==> src/rtl/pll_seq_pkg.sv <==
// Shared types for the PLL reset sequencer: FSM state encoding and synchroniser depth.
package pll_seq_pkg;
  localparam int SYNC_STAGES = 2;

  typedef enum logic [2:0] {
    PWRDN,
    RESET,
    WAIT_LOCK,
    LOCKED,
    FAIL
  } state_t;
endpackage

==> src/rtl/sw_debounce.sv <==
// One-bit switch conditioner: 2-flop synchroniser followed by a stability counter.
module sw_debounce
  import pll_seq_pkg::*;
#(
  parameter int DEBOUNCE_CYCLES = 65536
) (
  input  logic clk,
  input  logic rst_n,
  input  logic din,
  output logic dout
);
  localparam int CW = $clog2(DEBOUNCE_CYCLES + 1);
  localparam logic [CW-1:0] CMAX = CW'(DEBOUNCE_CYCLES - 1);

  logic [SYNC_STAGES-1:0] sync;
  logic [CW-1:0]          cnt;

  always_ff @(posedge clk) begin
    if (!rst_n) begin
      sync <= '0;
      cnt  <= '0;
      dout <= 1'b0;
    end else begin
      sync <= {sync[SYNC_STAGES-2:0], din};
      // Any agreeing cycle restarts the stability window.
      if (sync[SYNC_STAGES-1] == dout) begin
        cnt <= '0;
      end else if (cnt >= CMAX) begin
        dout <= sync[SYNC_STAGES-1];
        cnt  <= '0;
      end else begin
        cnt <= cnt + 1'b1;
      end
    end
  end
endmodule

==> src/rtl/pll_reset_seq.sv <==
// PLL reset/power-down sequencer: conditions switches, pulses reset, retries on lock timeout.
module pll_reset_seq
  import pll_seq_pkg::*;
#(
  parameter int DEBOUNCE_CYCLES  = 65536,
  parameter int RST_PULSE_CYCLES = 16,
  parameter int LOCK_TIMEOUT     = 4096,
  parameter int MAX_RETRIES      = 3
) (
  input  logic                               clk,
  input  logic                               rst_n,
  input  logic                               sw_rst,
  input  logic                               sw_pwrdwn,
  input  logic                               pll_locked,
  output logic                               pll_rst,
  output logic                               pll_pwrdwn,
  output logic                               ready,
  output logic                               fail,
  output logic [$clog2(MAX_RETRIES+1)-1:0]   retry_cnt
);
  localparam int PW = $clog2(RST_PULSE_CYCLES + 1);
  localparam int TW = $clog2(LOCK_TIMEOUT + 1);
  localparam int RW = $clog2(MAX_RETRIES + 1);
  localparam logic [PW-1:0] PMAX = PW'(RST_PULSE_CYCLES - 1);
  localparam logic [TW-1:0] TMAX = TW'(LOCK_TIMEOUT - 1);
  localparam logic [RW-1:0] RMAX = RW'(MAX_RETRIES);

  logic rst_db, pwr_db, rst_db_q, rst_rise, lock_s;
  logic [SYNC_STAGES-1:0] lock_sync;

  state_t        state, nxt;
  logic [PW-1:0] pcnt, pcnt_nxt;
  logic [TW-1:0] tmr, tmr_nxt;
  logic [RW-1:0] rc_nxt;

  sw_debounce #(.DEBOUNCE_CYCLES(DEBOUNCE_CYCLES)) u_db_rst (
    .clk(clk), .rst_n(rst_n), .din(sw_rst), .dout(rst_db)
  );

  sw_debounce #(.DEBOUNCE_CYCLES(DEBOUNCE_CYCLES)) u_db_pwr (
    .clk(clk), .rst_n(rst_n), .din(sw_pwrdwn), .dout(pwr_db)
  );

  assign lock_s   = lock_sync[SYNC_STAGES-1];
  assign rst_rise = rst_db & ~rst_db_q;

  // Power-down outranks everything, then a user reset edge, then per-state progress.
  always_comb begin
    nxt      = state;
    pcnt_nxt = pcnt;
    tmr_nxt  = tmr;
    rc_nxt   = retry_cnt;
    if (pwr_db) begin
      nxt = PWRDN;
    end else if (state == PWRDN || rst_rise) begin
      nxt      = RESET;
      rc_nxt   = '0;
      pcnt_nxt = '0;
    end else begin
      case (state)
        RESET: begin
          if (pcnt >= PMAX) begin
            nxt     = WAIT_LOCK;
            tmr_nxt = '0;
          end else begin
            pcnt_nxt = pcnt + 1'b1;
          end
        end
        WAIT_LOCK: begin
          if (lock_s) begin
            nxt = LOCKED;
          end else if (tmr >= TMAX) begin
            if (retry_cnt < RMAX) begin
              rc_nxt   = retry_cnt + 1'b1;
              nxt      = RESET;
              pcnt_nxt = '0;
            end else begin
              nxt = FAIL;
            end
          end else begin
            tmr_nxt = tmr + 1'b1;
          end
        end
        LOCKED: begin
          if (!lock_s) begin
            nxt      = RESET;
            rc_nxt   = '0;
            pcnt_nxt = '0;
          end
        end
        default: ;
      endcase
    end
  end

  // Outputs are decoded from the next state so they line up with the state register.
  always_ff @(posedge clk) begin
    if (!rst_n) begin
      state      <= RESET;
      pcnt       <= '0;
      tmr        <= '0;
      retry_cnt  <= '0;
      lock_sync  <= '0;
      rst_db_q   <= 1'b0;
      pll_rst    <= 1'b1;
      pll_pwrdwn <= 1'b0;
      ready      <= 1'b0;
      fail       <= 1'b0;
    end else begin
      state      <= nxt;
      pcnt       <= pcnt_nxt;
      tmr        <= tmr_nxt;
      retry_cnt  <= rc_nxt;
      lock_sync  <= {lock_sync[SYNC_STAGES-2:0], pll_locked};
      rst_db_q   <= rst_db;
      pll_rst    <= (nxt == PWRDN) || (nxt == RESET) || (nxt == FAIL);
      pll_pwrdwn <= (nxt == PWRDN);
      ready      <= (nxt == LOCKED);
      fail       <= (nxt == FAIL);
    end
  end
endmodule
==> config.mk <==
export PLATFORM = sky130hd
export DESIGN_NAME = pll_reset_seq
export DESIGN_NICKNAME = d
export VERILOG_FILES = /design/src/rtl/pll_seq_pkg.sv /design/src/rtl/sw_debounce.sv /design/src/rtl/pll_reset_seq.sv
export SDC_FILE = /design/constraint.sdc
export NUM_CORES = 1
export LEC_CHECK = 0
export ABC_AREA = 1
export BUFFER_PORTS_ARGS = -buffer_cell sky130_fd_sc_hd__clkbuf_2
export CELL_PAD_IN_SITES_DETAIL_PLACEMENT = 0
export CELL_PAD_IN_SITES_GLOBAL_PLACEMENT = 2
export CORE_ASPECT_RATIO = 1.5
export CORE_UTILIZATION = 28
export CTS_CLUSTER_DIAMETER = 100
export DETAILED_ROUTE_END_ITERATION = 16
export HOLD_SLACK_MARGIN = 0.05
export PLACE_DENSITY_LB_ADDON = 0.1
export RECOVER_POWER = 50
export SYNTH_ARGS = -nofsm -noshare
export SYNTH_HDL_FRONTEND = slang
export SYNTH_SLANG_ARGS = --single-unit
==> constraint.sdc <==
create_clock -name clk -period 4.6 [get_ports clk]
set_clock_uncertainty 0.1 [all_clocks]
set_input_delay 0 -clock clk [delete_from_list [all_inputs] [get_ports clk]]
set_output_delay 0 -clock clk [all_outputs]
set_load 0.01 [all_outputs]
# ---- After elaboration in Yosys (flattened, before gate mapping)
# Index checks and enable logic that the tools add are counted.
dict set report word_totals {
  inputBits 5
  latch_bits 0
  word_cells 89
  ramBits 0
  out_inout_bits 6
  memories 0
  rom_bits 0
  register_bits 70
}
dict set report op_classes {
  n_shift 0
  n_reduce_logical 15
  n_div 0
  eq_ne 16
  mul 0
  n_addsub 5
  bitwise 7
  n_lt_le_gt_ge 5
  muxes 25
}
# cell n
set op_table {}
lappend op_table {{$mux 13} 3}
lappend op_table {{$add 17x1->17 const B} 2}
lappend op_table {{$ge 17x16->1 const B} 2}
lappend op_table {{$mux 5} 6}
lappend op_table {{$pmux 13 s2} 1}
lappend op_table {{$mux 3} 7}
lappend op_table {{$ne 3x3->1 const B} 5}
lappend op_table {{$pmux 5 s3} 1}
lappend op_table {{$add 13x1->13 const B} 1}
lappend op_table {{$ge 13x12->1 const B} 1}
lappend op_table {{$reduce_and 6->1} 2}
lappend op_table {{$mux 2} 5}
lappend op_table {{$eq 3x2->1 const B} 3}
lappend op_table {{$pmux 3 s3} 1}
lappend op_table {{$reduce_and 7->1} 1}
lappend op_table {{$eq 3x1->1 const B} 2}
lappend op_table {{$logic_not 3->1} 2}
lappend op_table {{$ne 2x2->1 const B} 3}
lappend op_table {{$not 1->1} 6}
lappend op_table {{$reduce_or 3->1} 2}
lappend op_table {{$add 5x1->5 const B} 1}
lappend op_table {{$ge 5x4->1 const B} 1}
lappend op_table {{$pmux 2 s2} 1}
lappend op_table {{$reduce_and 2->1} 2}
lappend op_table {{9 further kinds} 12}

# ---- Logic depth before layout (Yosys ltp)
dict set report depth {
  ltp_word 10
  mapped_depth 16
  ltp_nobuf 16
}

# ---- Hierarchy
# A second synthesis with hierarchy kept.
dict set report unflattened {
  cells_unflattened 518
  area_unflattened_um2 3749.8
}
# module seq_area_each_um2 cells_per_inst instances area_per_inst_um2
set by_module_without_submodules {}
lappend by_module_without_submodules {pll_reset_seq 600.6 267 1 1780.5}
lappend by_module_without_submodules {{sw_debounce (u_db_pwr)} 400.4 124 1 985.9}
lappend by_module_without_submodules {{sw_debounce (u_db_rst)} 400.4 127 1 983.4}

# ---- Worst setup path after synthesis
# Ideal clock, no wire load.
dict set report synth_timing {
  path_type {register to register}
  start {reg u_db_pwr.cnt[0]}
  end {reg u_db_pwr.cnt[13]}
  required_ps 4385
  stages_incl_launch_ff 17
  n_path_buf 1
  slack_ps 2367
  synth_period_minus_slack_ps 2233
  setup_time_ps 115
  arrival_time_ps 2018
  path_cell_list {dfxtp_1 -> ha_1 -> nand2_1 -> inv_1 -> nand2_1 -> nor2_2 -> nand3_1 -> nor2_1 -> inv_1 -> nor2_1 -> nand2_1 -> nor4_2 -> ha_1 -> nor2_1 -> nand4_2 -> buf_4 -> nor2_1}
}
dict set report synth_between {
  elab_chain_cells 2
  elab_cells_between_ends 3
  classes_between {add/sub (1); order compare (1); reduce/logical (1)}
}
# element line_no
set synth_lines {}
lappend synth_lines {{start: declaration} sw_debounce.sv:16} ;# logic [CW-1:0] cnt;
lappend synth_lines {{start signal: assignment} sw_debounce.sv:32} ;# cnt <= cnt + 1'b1;
lappend synth_lines {{$ge 17x16->1} sw_debounce.sv:28} ;# end else if (cnt >= CMAX) begin
lappend synth_lines {{$reduce_or 3->1 (no line)} -}
# Several ways; a longest one is shown, not always the timed one.
# A chain may end at the register's enable or synchronous reset.

# ---- Final worst setup path
dict set report layout_timing {
  start {reg tmr[0]}
  end {reg tmr[1]}
}
dict set report layout_between {
  elab_chain_cells 4
  elab_cells_between_ends 7
  classes_between {add/sub (1); order compare (1); eq/ne (1); mux (3); reduce/logical (1)}
}
# element line_no
set layout_lines {}
lappend layout_lines {{start: declaration} pll_reset_seq.sv:33} ;# logic [TW-1:0] tmr, tmr_nxt;
lappend layout_lines {{start signal: assignment} pll_reset_seq.sv:112} ;# tmr <= tmr_nxt;
lappend layout_lines {{$add 13x1->13} pll_reset_seq.sv:81} ;# tmr_nxt = tmr + 1'b1;
lappend layout_lines {{$mux 13} pll_reset_seq.sv:72} ;# end else if (tmr >= TMAX) begin
lappend layout_lines {{$mux 13} pll_reset_seq.sv:70} ;# if (lock_s) begin
lappend layout_lines {{$pmux 13 s2} pll_reset_seq.sv:60} ;# case (state)
# Several ways; a longest one is shown, not always the timed one. The select of a mux whose other input is x is not followed.

==> summary.txt <==
Outcome
  • Status: completed

Logic synthesis
  • Yosys cell types: 36
  • Synthesized area: 3540 um2
  • Syn Area/Cell: around 7.4 um2
  • Seq/Total Area, Yosys: between 30 and 40%
  • Post-Synthesis Cells: slightly below 500
  • Synth warnings: 0
  • Synthesized Nets: 494
  • Number of synthesized register bits: 70

Routing
  • Routed length per instance: approximately 12 um
  • DRT Wirelength: about 8 mm
  • Detail Route Antenna Nets: 0
  • Via/cell ratio: approximately 4.3
  • Drt first pass iters: 4
  • DR iter-0 viols: about 90
  • # DRC: 0
  • Vias: around 2800

Timing
  • Max-slew violations: 0
  • Actual slew at the worst max-slew pin: ~660 ps
  • Final TNS setup: 0 ps
  • Rel. slew slack: around 56%
  • Hold Violations, Final: 0
  • Finish-stage setup viols: 0
  • Max Fclk: between 300 and 400 MHz
  • Final worst slack: between 1500 and 2000 ps
  • WHS: 67.5 ps
  • RSZ-0062 raised after global routing: false
  • Clock period minus worst slack: 2660 ps
  • Share of the clock period used by the worst path: between 50 and 60%

Setup path
  • CP Launch Type: register
  • Crit path required time: ~4700 ps
  • Worst setup EP type: register
  • Worst-path maximum fanout: 13
  • Setup CP Type: register to register
  • Critical path arrival: approximately 2800 ps

Floorplan
  • Initial core utilization: between 20% and 30%
  • Die area: 13100 um2
  • Die Span Y: roughly 140 um
  • Core Region: 12400 um2
  • Site row count: 50
  • Boundary Pins: 11
  • Die Width: roughly 94 um

Layout
  • Nets@finish: approximately 510
  • Final core occ: 32.3%
  • Reg area: ~1400 um2
  • # diodes: 0
  • Area delta synth->final: 13.0%
  • Layout cells sized above 1: around 11%
  • Multi-input gate area: 1800 um2
  • Fill cells: ~1400
  • Design area: approximately 4000 um2

Clock network
  • Clock latency on the worst-skew pair: about 340 ps
  • CTS Sinks: 70
  • H-tree levels: 3
  • Cts bufs inserted: 9
  • Clk root buf: clkbuf_16
  • # resized after CTS: 0
  • Post-CTS setup buffers: 0
  • Bufs on Longest Clock Path: 2
  • CTS tree: done
  • Clk pin slew, worst setup/hold paths: roughly 60 ps

Power
  • Internal power: 1.22 mW
  • Clk pwr share: 38.3%
  • Leakage power figure: ~1.5 nW
  • NetSw: 0.666 mW
  • Pwr dens: 472 nW/um2
  • Net Sw Frac: 35.2%
  • Peak VDD IR: between 200 and 300 uV
  • Sequential share of power: a little over a third
  • Comb pwr share: 25.7%

Global route
  • Gr usage total: roughly an eighth
  • Grt ovf: 0
  • Largest net degree at the start of global routing: 22
  • Vias in the first global route: around 2900
  • Initial antenna violation count: 0
  • First-pass GRT wire length: approximately 13 mm

Placement
  • DP Worst Slack: approximately 2100 ps
  • Count of input and output buffers: 10
  • Hpwl dp: between 5 and 6 mm
  • Final Wtd Congestion: 0.753
  • Area of placed instances: ~3700 um2

Min path
  • Worst min path class: primary input to register

Run
  • Max-Cap Viols: 0
## kinds of logic (layout without fill, tap and decap cells)
family	Yosys count	after routing	share of synthesized area, %
xor gates and xnor gates	28	28	6.92
DFF	70	70	39.6
buffers and inverters	70	88	8.55
adders and majority gates	8	8	2.83
and+or+nand+nor	275	275	36.7
AOI/OAI and AO/OA	30	30	5.48
## cell usage in the layout, fill, tap and decap left out, types with 3 or more instances in the layout
cell type        n
clkbuf_16        9
nand2_1        110
nand3_2          4
ha_1             8
nand4_1         20
nor3b_1          4
dfxtp_1         70
nor2_1          86
inv_2            3
a21oi_1         23
nor2_2          11
nor2_4           4
xnor2_1          9
nand3_1         19
nand2_2          5
clkbuf_2         4
xor2_1          19
dlygate4sd3_1    3
nor3_1           3
clkbuf_1         6
or2_0            3
inv_1           55
## routing by layer
metal  vias to the layer above  share of wire [%]  global-route usage (%)
met3                        11                1.8                    2.62
li1                       1539                  -                       -
met1                      1272                 46                    15.7
met4                         0                2.2                    6.32
met5                         -                  0                       0
met2                        22                 50                    22.8
## registers in the layout, indices dropped and copies added (netlist names), 2 cells and up
| signal | cells |
|---|---|
| lock_sync | 2 |
| pcnt | 5 |
| retry_cnt | 2 |
| state | 3 |
| tmr | 13 |
| u_db_pwr.cnt | 17 |
| u_db_pwr.sync | 2 |
| u_db_rst.cnt | 17 |
| u_db_rst.sync | 2 |
## power groups by stage
stage | logic, mW | registers (mW) | clock network, mW
detailed placement | 0.522 | 0.696 | 0
global route | 0.572 | 0.687 | 0.778
floorplan | 0.420 | 0.697 | 0
finish | 0.486 | 0.682 | 0.723
global placement | 0.526 | 0.695 | 0
CTS | 0.527 | 0.683 | 0.755
## worst max-delay path: stages (launching register included)
cell and delay [ps]:
dfxtp_1 330, ha_1 250, nand2_1 90, nor2_1 80, nand3_1 110, nand3_1 160, o21ai_2 520, nand3_1 590
nand2_1 210, a21oi_1 70
## path summary, 6_finish.rpt
kind / from / end / slack, ps / cells after the start
setup / recovery: tmr[0]$_SDFFE_PN0P_ / tmr[1]$_SDFFE_PN0P_ / 1940 / 9
hold / removal: rst_n / state[0]$_SDFF_PN1_ / 70 / 2
setup reg to reg: tmr[0]$_SDFFE_PN0P_ / tmr[1]$_SDFFE_PN0P_ / 1940 / 9
hold reg to reg: u_db_rst.sync[0]$_SDFF_PN0_ / u_db_rst.sync[1]$_SDFF_PN0_ / 310 / 2
## area by class of cell
| cell class | count | area share (%) |
|---|---|---|
| clock buffers | 10 | 5.97 |
| clock inverters | 6 | 1.72 |
| inverters | 59 | 5.60 |
| multi-input cells | 341 | 45.0 |
| flip-flops and latches | 70 | 35.0 |
| well taps | 156 | 4.88 |
| repair buffers | 13 | 1.81 |
## cell usage after synthesis (all sizes together)
cell type  count  share of area, %
a21boi         1              0.21
a21oi         24               3.7
and3           1              0.18
buf            8               1.9
clkbuf         3              0.32
dfxtp         70                40
ha             8               2.8
inv           59               6.3
nand2        115                13
nand3         23               4.1
nand4         22               4.7
nor2         101                13
nor3           3              0.42
nor3b          4              0.85
nor4           1              0.35
o2111ai        1              0.74
o211ai         1              0.21
o21ai          2              0.39
o31ai          1              0.21
or2            5              0.88
xnor2          9               2.2
xor2          19               4.7
## stage by stage
stage	instances	power [mW]
after floorplan	481	1.12
after global placement	636	1.22
after detailed placement	636	1.22
after CTS	655	1.96
after global routing	655	2.04
final	655	1.89
## repair_timing
item                                    CTS  global route
hold endpoints to repair                  3             0
endpoints found under the setup margin    0             0
hold buffers                              3             0
No activity file was read; power rests on OpenSTA's default activity.
